$ cat config.mk
export PLATFORM = sky130hd
export DESIGN_NAME = hdlverifier_jtag_burst_ctrl
export DESIGN_NICKNAME = d
export VERILOG_FILES = /design/src/rtl/hdlverifier_jtag_burst_ctrl.sv
export SDC_FILE = /design/constraint.sdc
export NUM_CORES = 1
export LEC_CHECK = 0
export CORE_UTILIZATION = 25
export DETAILED_ROUTE_END_ITERATION = 8
export PLACE_DENSITY = 0.48
export SYNTH_ARGS = -nofsm -noshare
export SYNTH_HDL_FRONTEND = slang
export SYNTH_SLANG_ARGS = --single-unit
$ cat constraint.sdc
create_clock -name i_tck -period 3.55 [get_ports i_tck]
set_clock_uncertainty 0.1 [all_clocks]
set_input_delay 0.71 -clock i_tck [delete_from_list [all_inputs] [get_ports i_tck]]
set_output_delay 0.71 -clock i_tck [all_outputs]
set_load 0.02 [all_outputs]
$ cat src/rtl/hdlverifier_jtag_burst_ctrl.sv
// JTAG user-register burst sequencer: one command drives a write or read burst with auto-increment.
// Optional stall-abort logic is built when HDLVERIFIER_JTAG_BURST_TIMEOUT_EN is defined.
module hdlverifier_jtag_burst_ctrl #(
    parameter int DATA_W  = 32,
    parameter int ADDR_W  = 5,
    parameter int LEN_W   = 8,
    parameter int TIMEOUT = 1024
) (
    input  logic              i_tck,
    input  logic              i_reset,
    input  logic              i_cmd_valid,
    output logic              o_cmd_ready,
    input  logic              i_cmd_write,
    input  logic [ADDR_W-1:0] i_cmd_addr,
    input  logic [LEN_W-1:0]  i_cmd_len,
    input  logic [DATA_W-1:0] i_wr_data,
    input  logic              i_wr_valid,
    output logic              o_wr_ready,
    output logic [DATA_W-1:0] o_rd_data,
    output logic              o_rd_valid,
    input  logic              i_rd_ready,
    output logic [ADDR_W-1:0] o_reg_addr,
    output logic [DATA_W-1:0] o_reg_wdata,
    output logic              o_reg_write,
    input  logic [DATA_W-1:0] i_reg_rdata,
    output logic              o_busy,
    output logic              o_done,
    output logic              o_timeout_err
);

    typedef enum logic [2:0] {
        S_IDLE,
        S_WRITE,
        S_RD_ADDR,
        S_RD_WAIT,
        S_RD_HOLD
    } state_t;

    state_t              r_state;
    state_t              w_next;
    logic [ADDR_W-1:0]   r_addr;
    logic [LEN_W-1:0]    r_rem;
    logic [ADDR_W-1:0]   r_reg_addr;
    logic [DATA_W-1:0]   r_reg_wdata;
    logic                r_reg_write;
    logic [DATA_W-1:0]   r_rd_data;
    logic                r_rd_valid;
    logic                r_done;
    logic                w_wr_hs;
    logic                w_rd_hs;
    logic                w_last;
    logic                w_timeout;

    assign w_wr_hs = (r_state == S_WRITE) && i_wr_valid;
    assign w_rd_hs = (r_state == S_RD_HOLD) && i_rd_ready;
    assign w_last  = (r_rem == '0);

`ifdef HDLVERIFIER_JTAG_BURST_TIMEOUT_EN
    localparam int STALL_W = $clog2(TIMEOUT + 1);

    logic [STALL_W-1:0] r_stall;
    logic               r_timeout_err;
    logic               w_stall;

    // In WRITE/RD_HOLD every cycle is either a handshake or a stall, so
    // clearing on "not stalling" also covers handshakes and state entry.
    assign w_stall   = ((r_state == S_WRITE) && !i_wr_valid) ||
                       ((r_state == S_RD_HOLD) && !i_rd_ready);
    assign w_timeout = w_stall && (r_stall == STALL_W'(TIMEOUT - 1));

    always_ff @(posedge i_tck or posedge i_reset) begin
        if (i_reset) begin
            r_stall       <= '0;
            r_timeout_err <= 1'b0;
        end else begin
            r_stall <= (w_stall && !w_timeout) ? r_stall + STALL_W'(1) : '0;
            if (w_timeout)
                r_timeout_err <= 1'b1;
            else if ((r_state == S_IDLE) && i_cmd_valid)
                r_timeout_err <= 1'b0;
        end
    end

    assign o_timeout_err = r_timeout_err;
`else
    logic w_unused_timeout;

    assign w_timeout        = 1'b0;
    assign o_timeout_err    = 1'b0;
    assign w_unused_timeout = (TIMEOUT > 0);
`endif

    always_ff @(posedge i_tck or posedge i_reset) begin
        if (i_reset)
            r_state <= S_IDLE;
        else
            r_state <= w_next;
    end

    always_comb begin
        w_next      = r_state;
        o_cmd_ready = 1'b0;
        o_wr_ready  = 1'b0;
        o_busy      = 1'b1;
        case (r_state)
            S_IDLE: begin
                o_cmd_ready = 1'b1;
                o_busy      = 1'b0;
                if (i_cmd_valid)
                    w_next = i_cmd_write ? S_WRITE : S_RD_ADDR;
            end
            S_WRITE: begin
                o_wr_ready = 1'b1;
                if (w_timeout || (w_wr_hs && w_last))
                    w_next = S_IDLE;
            end
            S_RD_ADDR: w_next = S_RD_WAIT;
            S_RD_WAIT: w_next = S_RD_HOLD;
            S_RD_HOLD: begin
                if (w_rd_hs)
                    w_next = w_last ? S_IDLE : S_RD_ADDR;
                else if (w_timeout)
                    w_next = S_IDLE;
            end
            default: w_next = S_IDLE;
        endcase
    end

    // r_addr is the next address to use; o_reg_addr shows the address of the
    // beat just written, or the address being read.
    always_ff @(posedge i_tck or posedge i_reset) begin
        if (i_reset) begin
            r_addr      <= '0;
            r_rem       <= '0;
            r_reg_addr  <= '0;
            r_reg_wdata <= '0;
            r_reg_write <= 1'b0;
            r_rd_data   <= '0;
            r_rd_valid  <= 1'b0;
            r_done      <= 1'b0;
        end else begin
            r_reg_write <= 1'b0;
            r_done      <= 1'b0;
            case (r_state)
                S_IDLE: begin
                    if (i_cmd_valid) begin
                        r_addr     <= i_cmd_addr;
                        r_reg_addr <= i_cmd_addr;
                        r_rem      <= i_cmd_len;
                    end
                end
                S_WRITE: begin
                    if (w_wr_hs) begin
                        r_reg_wdata <= i_wr_data;
                        r_reg_addr  <= r_addr;
                        r_reg_write <= 1'b1;
                        r_addr      <= r_addr + ADDR_W'(1);
                        if (w_last)
                            r_done <= 1'b1;
                        else
                            r_rem <= r_rem - LEN_W'(1);
                    end
                end
                S_RD_WAIT: begin
                    r_rd_data  <= i_reg_rdata;
                    r_rd_valid <= 1'b1;
                end
                S_RD_HOLD: begin
                    if (w_rd_hs) begin
                        r_rd_valid <= 1'b0;
                        r_addr     <= r_addr + ADDR_W'(1);
                        r_reg_addr <= r_addr + ADDR_W'(1);
                        if (w_last)
                            r_done <= 1'b1;
                        else
                            r_rem <= r_rem - LEN_W'(1);
                    end
                end
                default: ;
            endcase
            if (w_timeout) begin
                r_done     <= 1'b1;
                r_rd_valid <= 1'b0;
            end
        end
    end

    assign o_reg_addr  = r_reg_addr;
    assign o_reg_wdata = r_reg_wdata;
    assign o_reg_write = r_reg_write;
    assign o_rd_data   = r_rd_data;
    assign o_rd_valid  = r_rd_valid;
    assign o_done      = r_done;

endmodule

==> reports/summary.txt, run 1 <==
Post-detail-place hpwl: 7.54 mm
CTS sink count: 88
Largest stage delay, worst path: 0.65 ns
Largest net degree at the start of global routing: 46
Fillers: 1482
TritonCTS buffer count: 9
Io pins: 159
Post-CTS sizing: 0
Port Buffers: 157
Mapped Nets: 403
Layout net count: 557
Worst-Margin Slew: 0.685 ns
Hold Path Origin: o_rd_data[22]
Clk_lat worst skew: 0.34 ns
Non-Filler Instances: 687
FMAX: 350 MHz
Fin util: 0.396
Post-synthesis cell area: 3960 um2
Initial DRC count: 94
Worst R2R Path Depth: 5
Dominant cell type by area after synthesis: dfrtp_1
Pleak: 0.00242 uW
Routed length per instance: 15.2 um
FF-to-FF Start: r_state[0]
Most frequent cells in the layout: 157 x clkdlybuf4s50_1, 88 x dfrtp_1, 64 x mux2_2
CP Launch Type: register
Via/cell ratio: 4.45
Root Buffer: clkbuf_16
Cell Chain, Critical Path: nand2b_1 -> nor2_1 -> clkdlybuf4s50_1
Slowest stage cell, crit path: clkdlybuf4s50_1
CP endpoint kind: output port
Worst-path maximum fanout: 19
R2R Path End: o_reg_addr[4]
Tot GR Track Use: 0.132
Relative slew slack: 0.543
Dpl cells: 671
Clock buffer depth: 2
Clock slew at reported path FFs: 0.06 ns
Fin. max-slew vios: 0
Hold Fails Final Rpt: 0
Rows: 45
Critical Path RT: 2.74 ns
Vias in the first global route: 3075
Outcome: finished, final reports clean
Post-synthesis sequential area ratio: 0.556
Largest cells by area after synthesis: dfrtp_1 56%, mux2_2 18%, o21ai_0 2.0%
RSZ-0062 raised after global routing: no
Cell Pwr Density: 1010 nW/um2
Starting Density: 0.259
DRC: 0
Distinct cells, synth: 51
Reg-to-reg slack, setup: 1.28 ns
Worst hold margin: 0.404 ns
GPL Wtd Cong: 0.795
Cells on Worst Hold Path: 1
Die height: 128 um
Antenna violations before repair: 0
Ys async rst share: 1.00
Setup Fix Bufs, Post-CTS: 0
Synth warn: 0
WS Path Type: reg -> out
Tcrit/Tclk final: 0.805
Design area: 6060 um2
Hold Buf Count CTS: 0
DRT Wirelength: 10.4 mm
Critical Path AT: 2.05 ns
Area Overhead vs Synth: 52.9%
Hold EP: o_rd_data[22]
Via count: 3057
Antenna diodes: 0
Syn avg cell area: 12.5 um2
Area of the core: 15300 um2
Max Cap Violations: 0
Depth of the CTS H-tree: 3
Mapped Cells: 317
Die width: 128 um
FF+latch count, synth: 88
TritonCTS clock tree: yes
Commonest non-fill, non-tap cell in the layout: clkdlybuf4s50_1
Die area: 16400 um2
Post-synth top area share: 0.556
Antenna viol nets, final: 0
Share of layout cells above drive strength 1: 0.208
Worst VDD drop: 0.000469 V
Top_reg_cell synth: dfrtp_1
Number of flops mapped to enable cells by yosys: 0
Gr ovfl total: 0
First-pass GRT wire length: 16.5 mm
Worst hold path class: reg -> reg
DRT Pass-1 Iters: 4
DP Area: 5760 um2
Final setup viols: 0
Min cycle time layout: 2.86 ns
Setup TNS: 0 ns
## power by group
group	switching, uW	internal, uW	leakage (uW)	total, uW
Combinational	1620	1680	0.00123	3300
Sequential	338	1520	0.00104	1860
Clock	394	567	0.000149	960
## cell usage after synthesis (4+ instances only)
| library cell | number |
|---|---|
| nor2_1 | 18 |
| dfrtp_1 | 88 |
| o22ai_1 | 6 |
| mux2_2 | 64 |
| inv_1 | 10 |
| buf_2 | 11 |
| a21oi_1 | 4 |
| mux2i_1 | 7 |
| a2bb2oi_1 | 6 |
| o21ai_0 | 16 |
| nand2_1 | 6 |
| clkbuf_1 | 9 |
| nor3_1 | 5 |
| a211oi_1 | 10 |
## metal layers
metal	wire, um	vias to the layer above	GRT usage
li1	-	1460	-
met1	4690	1486	0.167
met2	4920	101	0.211
met3	708	10	0.0455
met4	121	0	0.0401
met5	0	-	0
## state kept, by name (all words and copies together) (netlist names)
signal / flops
o_done: 1
o_rd_data: 32
o_reg_addr: 5
r_rem: 8
r_state: 3
o_reg_write: 1
o_reg_wdata: 32
o_rd_valid: 1
r_addr: 5
## critical path, delay by kind of cell, from the launching register on
| family | cells | cell delay (ns) |
|---|---|---|
| DFF | 1 | 0.58 |
| and+or+nand+nor | 2 | 0.48 |
| buffers and inverters | 1 | 0.65 |
## area by class of cell
cell class / count / area, um2 / area share
tap: 211 / 264 / 0.0436
multi-input combinational: 197 / 1620 / 0.267
sequential: 88 / 2200 / 0.363
clock inverter: 6 / 65.1 / 0.0107
inverter: 10 / 38.8 / 0.00640
clock buffer: 10 / 239 / 0.0394
timing repair buffer: 165 / 1630 / 0.269
## cells by family after synthesis
logic type	count (synthesis)	synth area share
buffers and inverters	32	0.0357
multiplexers	71	0.200
adder cells (fa/ha/maj)	3	0.00947
other	1	0.000946
AND/OR/NAND/NOR	54	0.0739
flip-flops	88	0.556
XOR/XNOR	4	0.0107
AO/OA/AOI/OAI	64	0.114
## how the worst max path moves through the flow
stage / startpoint / slack (ns) / to
2_1_floorplan: i_reset / 0.46 / o_done
3_5_place_dp: i_rd_ready / 0.91 / r_rem[1]
4_1_cts: r_state[2] / 0.63 / o_wr_ready
3_3_place_gp: i_rd_ready / 0.92 / r_rem[4]
6_report: r_state[2] / 0.69 / o_wr_ready
5_1_grt: r_state[0] / 0.57 / o_cmd_ready
## stage by stage
step | worst slack [ns] | total power [uW]
6_report | 0.693 | 6120
3_3_place_gp | 0.918 | 5180
4_1_cts | 0.634 | 6220
3_5_place_dp | 0.912 | 5220
5_1_grt | 0.571 | 6550
2_1_floorplan | 0.461 | 3850
Note: power is estimated with default switching activity, not from simulation.
==> run 2, diff against run 1 <==
==> constraint.sdc (replaced) <==
create_clock -name i_tck -period 2.7 [get_ports i_tck]
set_clock_uncertainty 0.1 [all_clocks]
set_input_delay 0.54 -clock i_tck [delete_from_list [all_inputs] [get_ports i_tck]]
set_output_delay 0.54 -clock i_tck [all_outputs]
set_load 0.02 [all_outputs]
==> run 2 against run 1 <==
Combinational power increased by 37%; first-iteration DRC count is 3.2% lower; global-route usage is 0.40 points higher; clock power grew 27%; final cell count up 0.73%; critical path depth unchanged; die area stayed put; final area is 0.85% higher; core utilization increased by 0.33 points; non-clock buffer count grew 5; critical endpoint unchanged; highest routed layer unchanged.
==> reports/summary.txt, run 2 (same netlist as run 1, synthesis figures left out) <==
TritonCTS buffer count: 9 (unchanged)
RSZ-0062 raised after global routing: no (unchanged)
Pre-CTS worst setup slack: 0.377 ns (was 0.912 ns)
Worst-path maximum fanout: 6 (was 19)
Antenna diodes: 0 (unchanged)
FMAX: 397 MHz
Vias in the first global route: 3182 (was 3075)
Critical Path AT: 1.88 ns (was 2.05 ns)
Via count: 3132 (was 3057)
TritonCTS clock tree: yes (unchanged)
Min cycle time layout: 2.52 ns
Crit path buf inv count: 1 (unchanged)
Post-CTS sizing: 0 (unchanged)
Starting Density: 0.259 (unchanged)
Routed length per instance: 15.6 um (was 15.2 um)
Setup Fix Bufs, Post-CTS: 0 (unchanged)
DRT Pass-1 Iters: 6 (was 4)
Io pins: 159 (unchanged)
Initial DRC count: 91 (was 94)
Gr ovfl total: 0 (unchanged)
Clock buffer depth: 2 (unchanged)
Port Buffers: 157 (unchanged)
Die height: 128 um (unchanged)
GPL Wtd Cong: 0.787 (was 0.795)
Final setup viols: 0 (unchanged)
Hold Fails Final Rpt: 0 (unchanged)
CP endpoint kind: output port (unchanged)
Root Buffer: clkbuf_16 (unchanged)
Depth of the CTS H-tree: 3 (unchanged)
Worst VDD drop: 0.000583 V (was 0.000469 V)
Design area: 6110 um2 (was 6060 um2)
Final WS setup: 0.181 ns (was 0.693 ns)
Via/cell ratio: 4.53 (was 4.45)
Clock slew at reported path FFs: 0.07 ns (was 0.06 ns)
Cell Pwr Density: 1330 nW/um2 (was 1010 nW/um2)
Setup TNS: 0 ns (unchanged)
CTS sink count: 88 (unchanged)
Share of layout cells above drive strength 1: 0.216 (was 0.208)
Tot GR Track Use: 0.136 (was 0.132)
Max Cap Violations: 0 (unchanged)
CP Launch Type: register (unchanged)
Fin. max-slew vios: 0 (unchanged)
Largest stage delay, worst path: 0.67 ns (was 0.65 ns)
Relative slew slack: 0.524 (was 0.543)
Tcrit/Tclk final: 0.933
Most frequent cells in the layout: 157 x clkdlybuf4s50_1, 88 x dfrtp_1, 64 x mux2_2 (unchanged)
Layout net count: 562 (was 557)
DRC: 0 (unchanged)
Top delay family on crit path: buffers and inverters (unchanged)
Cell Chain, Critical Path: nand2b_1 -> nor2_1 -> clkdlybuf4s50_1 (unchanged)
Worst hold path class: reg -> reg (unchanged)
WS Path Type: reg -> out (unchanged)
Clk_lat worst skew: 0.34 ns (about the same)
Largest net degree at the start of global routing: 89 (was 46)
Hold Buf Count CTS: 0 (unchanged)
Die area: 16400 um2 (unchanged)
Slowest stage cell, crit path: clkdlybuf4s50_1 (unchanged)
Outcome: finished, final reports clean (unchanged)
Critical Path RT: 2.06 ns (was 2.74 ns)
Rows: 45 (unchanged)
Die width: 128 um (unchanged)
Antenna violations before repair: 0 (unchanged)
Area Overhead vs Synth: 54.2% (was 52.9%)
Commonest non-fill, non-tap cell in the layout: clkdlybuf4s50_1 (unchanged)
Worst-Margin Slew: 0.713 ns (was 0.685 ns)
Pleak: 0.00244 uW (was 0.00242 uW)
Antenna viol nets, final: 0 (unchanged)
First-pass GRT wire length: 17.0 mm (was 16.5 mm)
Post-detail-place hpwl: 7.61 mm (was 7.54 mm)
DP Area: 5820 um2 (was 5760 um2)
Area of the core: 15300 um2 (unchanged)
DRT Wirelength: 10.8 mm (was 10.4 mm)
-- run 2: cell count changes in the layout (fill, tap and decap cells not counted), sizes merged --
cell	previous run	this run
clkinvlp	1	4
bufinv	1	0
buf	8	13
clkinv	3	1
-- run 2: power breakdown --
part | internal, uW | switching [uW] | leakage [uW]
combinational | 2290 | 2210 | 0.00126
sequential | 2000 | 416 | 0.00104
clock | 660 | 558 | 0.000133
-- run 2: area by class of cell --
class	count	area, um2
well taps	211	264
flip-flops and latches	88	2200
fillers	1504	9200
inverters	10	41.3
clock inverters	6	51.3
clock buffers	10	239
repair buffers	170	1690
multi-input cells	197	1620
-- run 2: through the flow --
stage	power, uW	utilization	hold slack (ns)	cells
6_report	8140	0.399	0.404	692
5_1_grt	8670	0.399	0.414	692
4_1_cts	8250	0.399	0.408	692
3_5_place_dp	6980	0.380	0.391	676
3_3_place_gp	6940	0.380	0.386	676
2_1_floorplan	5060	-	0.420	317
-- run 2: final timing paths --
kind | startpoint | to | slack (ns) | cells past startpoint
min in group asynchronous | i_reset | o_rd_data[11] | 0.58 | 3
min reg2reg | o_rd_data[29] | o_rd_data[29] | 0.40 | 1
max in group asynchronous | i_reset | o_reg_addr[2] | 1.56 | 3
max | r_state[2] | o_wr_ready | 0.18 | 3
max reg2reg | r_state[0] | r_rem[4] | 0.55 | 5
min | o_rd_data[29] | o_rd_data[29] | 0.40 | 1
-- run 2: per-layer routing --
metal,share of wire,global-route usage
met2,0.48,0.229
met3,0.069,0.0447
met4,0.012,0.0374
met5,0,0
met1,0.44,0.166
==> run 3, diff against run 2 <==
--- a/config.mk
+++ b/config.mk
@@ -5,8 +5,10 @@
 export SDC_FILE = /design/constraint.sdc
 export NUM_CORES = 1
 export LEC_CHECK = 0
+export CORE_ASPECT_RATIO = 0.6
 export CORE_UTILIZATION = 25
 export DETAILED_ROUTE_END_ITERATION = 8
+export GPL_TIMING_DRIVEN = 0
 export PLACE_DENSITY = 0.48
 export SYNTH_ARGS = -nofsm -noshare
 export SYNTH_HDL_FRONTEND = slang
==> run 3 against run 2 <==
Fmax decreased by 1.4%; worst setup slack got worse by 0.035 ns; first-iteration DRC count increased by 89%; final cell count increased by 0.43%; sequential share of layout area decreased by 0.066 points; flip-flop and latch count unchanged; combinational power about the same; critical path depth increased by 3; total power decreased by 0.66%; clock power decreased by 3%; die area increased by 0.11%; global-route usage increased by 0.49 points; critical endpoint is now o_busy.
==> reports/summary.txt, run 3 (same netlist as run 1, synthesis figures left out) <==
Outcome: finished, final reports clean (unchanged)
Max Cap Violations: 0 (unchanged)
WS Path Type: reg -> out (unchanged)
Antenna viol nets, final: 0 (unchanged)
Min cycle time layout: 2.55 ns (was 2.52 ns)
Largest net degree at the start of global routing: 43 (was 89)
Worst-Margin Slew: 0.647 ns (was 0.713 ns)
Commonest non-fill, non-tap cell in the layout: clkdlybuf4s50_1 (unchanged)
Clock buffer depth: 2 (unchanged)
Relative slew slack: 0.563 (was 0.524)
Worst R2R Path Depth: 4 (was 5)
Post-detail-place hpwl: 8.64 mm (was 7.61 mm)
Gr ovfl total: 0 (unchanged)
Top routing layer used: met4 (unchanged)
Fillers: 1456 (was 1504)
Root Buffer: clkbuf_16 (unchanged)
Most frequent cells in the layout: 155 x clkdlybuf4s50_1, 88 x dfrtp_1, 64 x mux2_2 (was 157 x clkdlybuf4s50_1, 88 x dfrtp_1, 64 x mux2_2)
Met1 WL: 5.55 mm (was 4.74 mm)
Post-CTS sizing: 7 (was 0)
Fin. max-slew vios: 0 (unchanged)
Layout net count: 573 (was 562)
Hold Buf Count CTS: 0 (unchanged)
Routed length per instance: 16.3 um (was 15.6 um)
Area Overhead vs Synth: 54.5% (was 54.2%)
Worst hold path class: reg -> reg (unchanged)
Die width: 165 um (was 128 um)
Area of the core: 15400 um2 (was 15300 um2)
Rows: 35 (was 45)
Die height: 99.5 um (was 128 um)
Via/cell ratio: 4.56 (was 4.53)
Port Buffers: 157 (unchanged)
CP endpoint kind: output port (unchanged)
DRT Pass-1 Iters: 4 (was 6)
Antenna diodes: 0 (unchanged)
Antenna violations before repair: 0 (unchanged)
Depth of the CTS H-tree: 3 (unchanged)
Cell Pwr Density: 1320 nW/um2 (was 1330 nW/um2)
Pre-CTS worst setup slack: -0.171 ns (was 0.377 ns)
Crit. Startpoint: r_state[1] (was r_state[2])
Critical path destination: o_busy (was o_wr_ready)
Worst-path maximum fanout: 10 (was 6)
Share of layout cells above drive strength 1: 0.222 (was 0.216)
Pleak: 0.00246 uW (was 0.00244 uW)
FF-to-FF Start: r_rem[0] (was r_state[0])
CP Launch Type: register (unchanged)
GPL Wtd Cong: 0.776 (was 0.787)
Final setup viols: 0 (unchanged)
Routed length on met2: 4.79 mm (was 5.19 mm)
Starting Density: 0.257 (was 0.259)
Via count: 3172 (was 3132)
Fin util: 0.397 (was 0.399)
Tot GR Track Use: 0.141 (was 0.136)
Io pins: 159 (unchanged)
Reg-to-reg slack, setup: 0.50 ns (was 0.55 ns)
Critical Path AT: 1.91 ns (was 1.88 ns)
R2R Path End: o_done (was r_rem[4])
RSZ-0062 raised after global routing: no (unchanged)
Critical Path RT: 2.06 ns (about the same)
Final WS setup: 0.146 ns (was 0.181 ns)
Clk_lat worst skew: 0.34 ns (about the same)
TritonCTS buffer count: 9 (unchanged)
Initial DRC count: 172 (was 91)
Die area: 16400 um2 (about the same)
DRC: 0 (unchanged)
TritonCTS clock tree: yes (unchanged)
Setup Fix Bufs, Post-CTS: 0 (unchanged)
FMAX: 392 MHz (was 397 MHz)
Hold Fails Final Rpt: 0 (unchanged)
Vias in the first global route: 3204 (was 3182)
DRT Wirelength: 11.3 mm (was 10.8 mm)
Worst VDD drop: 0.000669 V (was 0.000583 V)
Tcrit/Tclk final: 0.946 (was 0.933)
First-pass GRT wire length: 17.6 mm (was 17.0 mm)
CTS sink count: 88 (unchanged)
Met3 wire len: 917 um (was 742 um)
Clock slew at reported path FFs: 0.06 ns (was 0.07 ns)
Worst hold margin: 0.405 ns (was 0.404 ns)
==> run 3: cell type report <==
type	count	area, um2	share of cell area
sequential	88	2200	0.360
multi-input combinational	197	1620	0.265
timing repair buffer	159	1610	0.263
tap	203	254	0.0415
clock buffer	10	229	0.0374
buffer	22	110	0.0180
clock inverter	6	52.6	0.00858
inverter	10	41.3	0.00674
==> run 3: critical path, stage by stage (launching register included) <==
cell and delay (ns):
dfrtp_1 0.36, clkbuf_2 0.15, clkbuf_4 0.20, clkbuf_2 0.23, nor3_2 0.27, inv_1 0.06
dlygate4sd2_1 0.32
==> run 3: worst min-delay path by stage <==
stage                     slack [ns]             from  cells past startpoint               to
after floorplan                 0.42         r_rem[1]                      1         r_rem[1]
after global placement          0.39     o_rd_data[7]                      1     o_rd_data[7]
after detailed placement        0.39    o_rd_data[25]                      1    o_rd_data[25]
after CTS                       0.41    o_rd_data[25]                      1    o_rd_data[25]
after global routing            0.42  o_reg_wdata[15]                      1  o_reg_wdata[15]
final                           0.41  o_reg_wdata[29]                      1  o_reg_wdata[29]
==> run 3: metrics by stage <==
step / total power (uW) / std cells / TNS (ns) / area (um2)
global route: 8640 / 695 / 0 / 6120
floorplan: 5060 / 317 / 0 / 3970
global placement: 6910 / 677 / -2.89 / 5790
finish: 8080 / 695 / 0 / 6120
CTS: 8190 / 695 / 0 / 6120
detailed placement: 6960 / 679 / -0.238 / 5830
==> run 3: layer usage <==
metal | vias up | GRT usage
met2 | 124 | 0.208
met1 | 1541 | 0.202
li1 | 1496 | -
met5 | - | 0
met4 | 0 | 0.0268
met3 | 11 | 0.0421
==> run 3: power breakdown <==
part	leakage, uW	switching (uW)	total [uW]	internal [uW]
Sequential	0.00104	400	2400	2000
Combinational	0.00129	2270	4510	2240
Clock	0.000131	543	1180	637
